File: src/rtl/aor3000_block_irq_ctrl_pkg.sv
// Shared constants for the PSX-style interrupt controller: source indices,
// register offsets, the CP0 IP line it drives, and the byte-lane helper.
package aor3000_block_irq_ctrl_pkg;

    typedef enum logic [3:0] {
        VBLANK   = 4'd0,
        GPU      = 4'd1,
        CDROM    = 4'd2,
        DMA      = 4'd3,
        TMR0     = 4'd4,
        TMR1     = 4'd5,
        TMR2     = 4'd6,
        PAD      = 4'd7,
        SIO      = 4'd8,
        SPU      = 4'd9,
        LIGHTPEN = 4'd10
    } irq_src_e;

    localparam logic [1:0] ISTAT_SEL  = 2'd0;
    localparam logic [1:0] IMASK_SEL  = 2'd1;
    localparam int         CP0_IP_IDX = 0;

    // Disabled byte lanes read back as all-ones so an AND with the result keeps them.
    function automatic logic [31:0] lane_fill(input logic [31:0] data, input logic [3:0] be);
        logic [31:0] r;
        for (int b = 0; b < 4; b++)
            r[8*b +: 8] = be[b] ? data[8*b +: 8] : 8'hFF;
        return r;
    endfunction

endpackage

File: src/rtl/aor3000_block_irq_ctrl_if.sv
// Single-word register bus between software and the interrupt controller.
interface aor3000_block_irq_ctrl_if;
    logic [1:0]  bus_addr;
    logic        bus_read;
    logic        bus_write;
    logic [31:0] bus_wdata;
    logic [3:0]  bus_byteenable;
    logic [31:0] bus_rdata;
    logic        bus_ack;

    modport master (
        output bus_addr, bus_read, bus_write, bus_wdata, bus_byteenable,
        input  bus_rdata, bus_ack
    );

    modport slave (
        input  bus_addr, bus_read, bus_write, bus_wdata, bus_byteenable,
        output bus_rdata, bus_ack
    );
endinterface

File: src/rtl/aor3000_block_irq_ctrl_edge_sync.sv
// Per-bit rising-edge detector for interrupt sources. With IRQ_CTRL_SYNC_EN
// defined, each bit first crosses a DEPTH-flop synchronizer.
module aor3000_irq_edge_sync #(
    parameter int WIDTH = 11,
    parameter int DEPTH = 2
) (
    input  logic             clk,
    input  logic             rst_n,
    input  logic [WIDTH-1:0] src,
    output logic [WIDTH-1:0] rise
);

    logic [WIDTH-1:0] sync;
    logic [WIDTH-1:0] prev;

`ifdef IRQ_CTRL_SYNC_EN
    logic [DEPTH-1:0][WIDTH-1:0] sync_q;

    always_ff @(posedge clk or negedge rst_n) begin
        if (!rst_n) sync_q <= '0;
        else        sync_q <= {sync_q[DEPTH-2:0], src};
    end

    assign sync = sync_q[DEPTH-1];
`else
    localparam int unused_depth = DEPTH;
    assign sync = src;
`endif

    always_ff @(posedge clk or negedge rst_n) begin
        if (!rst_n) prev <= '0;
        else        prev <= sync;
    end

    assign rise = sync & ~prev;

endmodule

File: src/rtl/aor3000_block_irq_ctrl.sv
// PSX-style interrupt controller: latches source edges into I_STAT, masks with
// I_MASK, drives CP0 IP2. IRQ_CTRL_SYNC_EN adds input synchronizers.
module aor3000_block_irq_ctrl
    import aor3000_block_irq_ctrl_pkg::*;
#(
    parameter int NUM_SRC     = 11,
    parameter int SYNC_STAGES = 2
) (
    input  logic                   clk,
    input  logic                   rst_n,
    input  logic [NUM_SRC-1:0]     irq_src,
    aor3000_block_irq_ctrl_if.slave bus,
    output logic [5:0]             interrupt_vector
);

    logic [NUM_SRC-1:0] stat, mask, rise, stat_next, mask_next;
    logic [31:0]        wmask, keep, rd_val, rdata_q;
    logic               irq_q, ack_q, wr_stat, wr_mask;
    logic               unused_hi;

    aor3000_irq_edge_sync #(
        .WIDTH (NUM_SRC),
        .DEPTH (SYNC_STAGES)
    ) u_edge (
        .clk   (clk),
        .rst_n (rst_n),
        .src   (irq_src),
        .rise  (rise)
    );

    assign wr_stat   = bus.bus_write && (bus.bus_addr == ISTAT_SEL);
    assign wr_mask   = bus.bus_write && (bus.bus_addr == IMASK_SEL);
    assign wmask     = lane_fill(bus.bus_wdata, bus.bus_byteenable);
    assign keep      = lane_fill(32'h0, bus.bus_byteenable);
    assign unused_hi = ^{wmask[31:NUM_SRC], keep[31:NUM_SRC], bus.bus_wdata[31:NUM_SRC]};

    // A rise is ORed in after the acknowledge mask, so it beats a same-cycle clear.
    always_comb begin
        stat_next = wr_stat ? ((stat & wmask[NUM_SRC-1:0]) | rise) : (stat | rise);
        mask_next = wr_mask ? ((mask & keep[NUM_SRC-1:0]) |
                               (bus.bus_wdata[NUM_SRC-1:0] & ~keep[NUM_SRC-1:0]))
                            : mask;
        case (bus.bus_addr)
            ISTAT_SEL: rd_val = 32'(stat);
            IMASK_SEL: rd_val = 32'(mask);
            default:   rd_val = '0;
        endcase
    end

    // The IRQ flop samples the current registers, so it trails stat/mask by one edge.
    always_ff @(posedge clk or negedge rst_n) begin
        if (!rst_n) begin
            stat    <= '0;
            mask    <= '0;
            irq_q   <= 1'b0;
            ack_q   <= 1'b0;
            rdata_q <= '0;
        end else begin
            stat    <= stat_next;
            mask    <= mask_next;
            irq_q   <= |(stat & mask);
            ack_q   <= bus.bus_read | bus.bus_write;
            rdata_q <= bus.bus_read ? rd_val : '0;
        end
    end

    assign bus.bus_ack   = ack_q;
    assign bus.bus_rdata = rdata_q;

    always_comb begin
        interrupt_vector             = '0;
        interrupt_vector[CP0_IP_IDX] = irq_q;
    end

endmodule

File: src/flat_wrapper.sv
// flat-port wrapper written by rule: the top's interface ports become plain ports
module aor3000_block_irq_ctrl_flat import aor3000_block_irq_ctrl_pkg::*;
#(
    parameter int NUM_SRC     = 11,
    parameter int SYNC_STAGES = 2
)
  (clk, rst_n, irq_src, interrupt_vector, bus_bus_addr, bus_bus_read, bus_bus_write, bus_bus_wdata, bus_bus_byteenable, bus_bus_rdata, bus_bus_ack);
  aor3000_block_irq_ctrl_if bus_i ();
  input  logic clk;
  input  logic rst_n;
  input  logic [NUM_SRC-1:0] irq_src;
  output logic [5:0] interrupt_vector;
  input wire logic [$bits(bus_i.bus_addr)-1:0] bus_bus_addr;
  input wire logic [$bits(bus_i.bus_read)-1:0] bus_bus_read;
  input wire logic [$bits(bus_i.bus_write)-1:0] bus_bus_write;
  input wire logic [$bits(bus_i.bus_wdata)-1:0] bus_bus_wdata;
  input wire logic [$bits(bus_i.bus_byteenable)-1:0] bus_bus_byteenable;
  output wire logic [$bits(bus_i.bus_rdata)-1:0] bus_bus_rdata;
  output wire logic [$bits(bus_i.bus_ack)-1:0] bus_bus_ack;
  assign bus_i.bus_addr = bus_bus_addr;
  assign bus_i.bus_read = bus_bus_read;
  assign bus_i.bus_write = bus_bus_write;
  assign bus_i.bus_wdata = bus_bus_wdata;
  assign bus_i.bus_byteenable = bus_bus_byteenable;
  assign bus_bus_rdata = bus_i.bus_rdata;
  assign bus_bus_ack = bus_i.bus_ack;
  aor3000_block_irq_ctrl #(.NUM_SRC(NUM_SRC), .SYNC_STAGES(SYNC_STAGES)) u_core (.clk(clk), .rst_n(rst_n), .irq_src(irq_src), .bus(bus_i), .interrupt_vector(interrupt_vector));
endmodule
File: config.mk
export PLATFORM = sky130hd
export DESIGN_NAME = aor3000_block_irq_ctrl_flat
export DESIGN_NICKNAME = d
export VERILOG_FILES = /design/src/rtl/aor3000_block_irq_ctrl_pkg.sv /design/src/rtl/aor3000_block_irq_ctrl_if.sv /design/src/rtl/aor3000_block_irq_ctrl_edge_sync.sv /design/src/rtl/aor3000_block_irq_ctrl.sv /design/src/flat_wrapper.sv
export SDC_FILE = /design/constraint.sdc
export NUM_CORES = 1
export LEC_CHECK = 0
export BUFFER_PORTS_ARGS = -buffer_cell sky130_fd_sc_hd__clkbuf_2
export CELL_PAD_IN_SITES_DETAIL_PLACEMENT = 0
export CELL_PAD_IN_SITES_GLOBAL_PLACEMENT = 1
export CORE_ASPECT_RATIO = 1.5
export CORE_UTILIZATION = 35
export CTS_CLUSTER_SIZE = 10
export DETAILED_ROUTE_END_ITERATION = 8
export MAX_ROUTING_LAYER = met4
export PLACE_DENSITY_LB_ADDON = 0.25
export SYNTH_ARGS = -nofsm -noshare
export SYNTH_HDL_FRONTEND = slang
export SYNTH_SLANG_ARGS = --single-unit
File: constraint.sdc
create_clock -name clk -period 1.6 [get_ports clk]
set_input_delay 0 -clock clk [delete_from_list [all_inputs] [get_ports clk]]
set_output_delay 0 -clock clk [all_outputs]
set_load 0.05 [all_outputs]
Word-level counts from Yosys, hierarchy flattened
Index checks and enable logic that the tools add are counted.
- bits in registers: 67
- logic and storage cells: 29
- bitwise logic cells: 11
- multiplexer cells: 7
- reductions and logical operators: 4
- equal/unequal tests: 1
- operators by type and width (cell ; count):
    $and A11 B11 Y11 ; 5
    $or A11 B11 Y11 ; 3
    $mux W11 ; 2
    $not A11 Y11 ; 2
    $pmux W11 S2 ; 1
    $mux W8 ; 2
    $reduce_or A11 Y1 ; 1
    $mux W3 ; 2
    $eq A2 B1 Y1 const B ; 1
    $logic_and A1 B1 Y1 ; 2
    $logic_not A2 Y1 ; 1
    $or A1 B1 Y1 ; 1

Logic depth before layout (Yosys ltp)
- word-level depth: 4
- mapped depth: 4

Modules after synthesis
From an unflattened synthesis, not the netlist that was laid out.
- cells, all modules: 159
- area total of the unflattened synthesis: 2040.7 µm²
- modules (own cells, without submodules) (module ; cells an instance ; area an instance (µm²) ; seq. area each (µm²) ; instances):
    aor3000_block_irq_ctrl ; 137 ; 1614.0 ; 875.8 ; 1
    aor3000_irq_edge_sync ; 22 ; 426.7 ; 275.3 ; 1

Least setup slack after synthesis
No wires, ideal clock.
- path kind: register to register
- start: register (tool-made name)
- end: register u_core.irq_q
- arrival time: 865 ps
- buffers on the path: 0
- stages on the path, launching flop included: 4
- slack: 596 ps
- library setup time: 139 ps
- path through: dfrtp_1 -> a22o_1 -> a221oi_1 -> nand3_1
- RTL lines (item ; RTL line ; text):
    end signal: assignment ; aor3000_block_irq_ctrl.sv:61 ; irq_q <= |(stat & mask);
    end: declaration ; aor3000_block_irq_ctrl.sv:18 ; logic irq_q, ack_q, wr_stat, wr_mask;

==> run summary <==
=====================================================================================
Status .................................................................    completed
Remaining max-slew budget at the tightest pin ..........................       66.40%
Highest attainable clock frequency .....................................    852.6 MHz
Clock Pin Slew Worst Setup and Hold Paths ..............................      0.08 ns
Syn. warnings ..........................................................            0
Global-route wire length before repair .................................     6.085 mm
Via count of the first global-routing pass .............................        1,295
Die outline height .....................................................     92.82 um
Total power of the final layout ........................................     2.674 mW
Count of final max-slew check failures .................................            0
DR pass1 iterations ....................................................            4
Type of destination of the critical path ...............................    flip-flop
Hold WC Path Type ...................................................... input port to flip-flop
Worst Setup Path Type .................................................. flip-flop to flip-flop
Gate count of the mapped netlist .......................................          155
Number of antenna violations at the first check in global routing ......            0
Core Box Area .......................................................... 0.005205 mm^2
Data arrival, critical path ............................................      1.34 ns
Post-synthesis adder-cell area fraction ................................           0%
Horizontal die dimension ...............................................     62.54 um
Met3 WL ................................................................       176 um
Setup TNS after final layout ...........................................         0 ns
Compound-cell area share of the yosys netlist ..........................       8.062%
Top library cells by usage in the layout, fill and taps aside .......... 46 x sky130_fd_sc_hd__dfrtp_1, 42 x sky130_fd_sc_hd__clkbuf_2, 26 x sky130_fd_sc_hd__conb_1
Count of unresolved DRC violations after routing .......................            0
Unrepaired setup endpoints after global routing ........................           no
Required time at the worst-slack endpoint ..............................      1.76 ns
Count of routing violations after the opening detailed-route iteration .           40
Port buffer count ......................................................           42
Clock tree from TritonCTS ..............................................         done
Setup slack at placement ...............................................    0.4050 ns
Largest family of logic cells by synthesized area ...................... buffers and inverters
Per-cell routed wire length ............................................     12.09 um
Post-synthesis simple-gate area fraction ...............................       5.917%
Filler cell count in the final layout ..................................          505
Starting Density .......................................................       36.97%
Post-synthesis sequential element count ................................           46
Fraction of layout cells with a size suffix above 1 ....................       28.76%
Num rows ...............................................................           32
Power Dens Cells ....................................................... 1084 mW/mm^2
Shortest period the worst path allows ..................................     1.173 ns
Vias ...................................................................        1,276
Overall global routing resource usage ..................................       14.25%
Max Fanout on Critical Path ............................................            3
Xor-xnor portion of the synthesized cell area ..........................           0%
Multiplexer share of the synthesized area ..............................       12.16%
Least-Margin Pin Slew ..................................................    0.5041 ns
Hold Vio Cnt, Final ....................................................            0
Routability Congestion .................................................       0.7235
Synthesized area divided by synthesized cell count .....................   12.42 um^2
IR drop worst, VDD .....................................................  0.0004552 V
Die Outline Area ....................................................... 0.005805 mm^2
Final count of negative-setup-slack endpoints ..........................            0
GRT Residual Overflow ..................................................            0
Routed wire length .....................................................     3.553 mm
Sum of net half-perimeters after detailed placement ....................     2.557 mm
Clock Path Buffers .....................................................            2
Final net count ........................................................          278
Number of CTS-inserted buffers .........................................            5
Clock tree root buffer cell ............................................ sky130_fd_sc_hd__clkbuf_8
Worst setup slack after layout .........................................    0.4272 ns
Average vias per placed instance .......................................        4.340
Sort of element at the start of the critical path ......................    flip-flop
Detailed-route wire length on metal 1 ..................................     1.397 mm
CTS HTree Levels .......................................................            2
Unique masters post-synth ..............................................           19
LEAKAGE ................................................................     1.222 nW
Pin count of the biggest net entering global routing ...................           29
Total I/O pin count ....................................................           92
# clock sinks ..........................................................           46
Clock latency of the later-clocked register in the worst-skew pair .....      0.29 ns
Clk_skew ...............................................................  0.003950 ns
Period Utilization, post-route .........................................       73.30%
Post-synthesis cell area ............................................... 0.001924 mm^2
Top metal layer carrying routed signals ................................         met4
Max-cap viol count .....................................................            0
Signed area change from the synthesized netlist to the final layout ....       28.15%
Leading cell type in the layout, fill and taps excluded ................ sky130_fd_sc_hd__dfrtp_1
Met2 WL post-DR ........................................................     1.899 mm
Part of the Yosys area used for sequential elements ....................       59.82%
Antenna violation net count after detailed routing .....................            0
Number of inserted diodes ..............................................            0
=====================================================================================
worst max-delay path, cell delays in order, from the launching register on:
cell	delay, ns
sky130_fd_sc_hd__dfrtp_1	0.40
sky130_fd_sc_hd__a22o_1	0.24
sky130_fd_sc_hd__a221oi_1	0.29
sky130_fd_sc_hd__nand3_1	0.12
Yosys cell counts:
| library cell | number | share of area, % |
|---|---|---|
| sky130_fd_sc_hd__nand4b_4 | 1 | 1.2 |
| sky130_fd_sc_hd__a221oi_1 | 2 | 0.91 |
| sky130_fd_sc_hd__conb_1 | 1 | 0.19 |
| sky130_fd_sc_hd__nand3_1 | 1 | 0.26 |
| sky130_fd_sc_hd__nand4b_1 | 1 | 0.46 |
| sky130_fd_sc_hd__nand4bb_1 | 2 | 1.2 |
| sky130_fd_sc_hd__mux2_2 | 11 | 6.4 |
| sky130_fd_sc_hd__o21ai_0 | 22 | 5.7 |
| sky130_fd_sc_hd__buf_4 | 28 | 11 |
| sky130_fd_sc_hd__a222oi_1 | 1 | 0.52 |
| sky130_fd_sc_hd__clkbuf_1 | 1 | 0.19 |
| sky130_fd_sc_hd__nor2_1 | 11 | 2.1 |
| sky130_fd_sc_hd__mux2i_1 | 11 | 5.7 |
| sky130_fd_sc_hd__inv_1 | 11 | 2.1 |
| sky130_fd_sc_hd__a22o_1 | 2 | 0.91 |
| sky130_fd_sc_hd__buf_6 | 1 | 0.59 |
| sky130_fd_sc_hd__nand2b_1 | 1 | 0.33 |
| sky130_fd_sc_hd__or2_2 | 1 | 0.33 |
| sky130_fd_sc_hd__dfrtp_1 | 46 | 60 |
where the power goes:
part	internal, mW	switching, mW
combinational	0.191	0.344
sequential	1.28	0.0683
clock	0.436	0.359
cell families after synthesis:
group           Yosys count
compound gates           27
buf+inv                  41
flops                    46
mux                      22
other cells               1
simple gates             18
routing by layer:
layer	GRT usage, %	vias up
met1	15.16	612
met5	-	-
met3	3.079	6
li1	-	610
met4	6.977	0
met2	24.82	48
path summary, 6_finish.rpt:
path,endpoint,cells after the start,startpoint,slack (ns)
max in group asynchronous,u_core.u_edge.prev[9],3,rst_n,0.88
max reg2reg,u_core.irq_q,3,flip-flop,0.43
min reg2reg,u_core.stat[0],1,u_core.u_edge.prev[0],0.42
min,u_core.bus.bus_ack,2,bus_bus_write,0.02
min in group asynchronous,u_core.bus.bus_rdata[9],2,rst_n,0.20
max,u_core.irq_q,3,flip-flop,0.43
cell type report:
cell class	instances	area (um^2)	area share (%)
flip-flops and latches	46	1151	46.68
multi-input cells	93	600.6	24.35
repair buffers	68	478.0	19.38
clock buffers	8	110.1	4.465
well taps	68	85.08	3.450
inverters	11	41.29	1.674
what timing repair did:
action                                 4_1_cts  5_1_grt
resized for setup                            0        0
endpoints found under the hold margin       52        0
hold buffers                                24        0
buffers inserted                             0        0
through the flow:
step | cells | hold WS, ns | util [%] | cell area, um^2
3_5_place_dp | 262 | -0.002392 | 40.65 | 2116
6_report | 294 | 0.01663 | 47.38 | 2466
3_3_place_gp | 262 | -0.01350 | 40.65 | 2116
2_1_floorplan | 180 | -0.2956 | - | 2018
4_1_cts | 294 | 0.0006912 | 47.38 | 2466
5_1_grt | 294 | 0.01255 | 47.38 | 2466
Power figures use the tool's default switching activity.
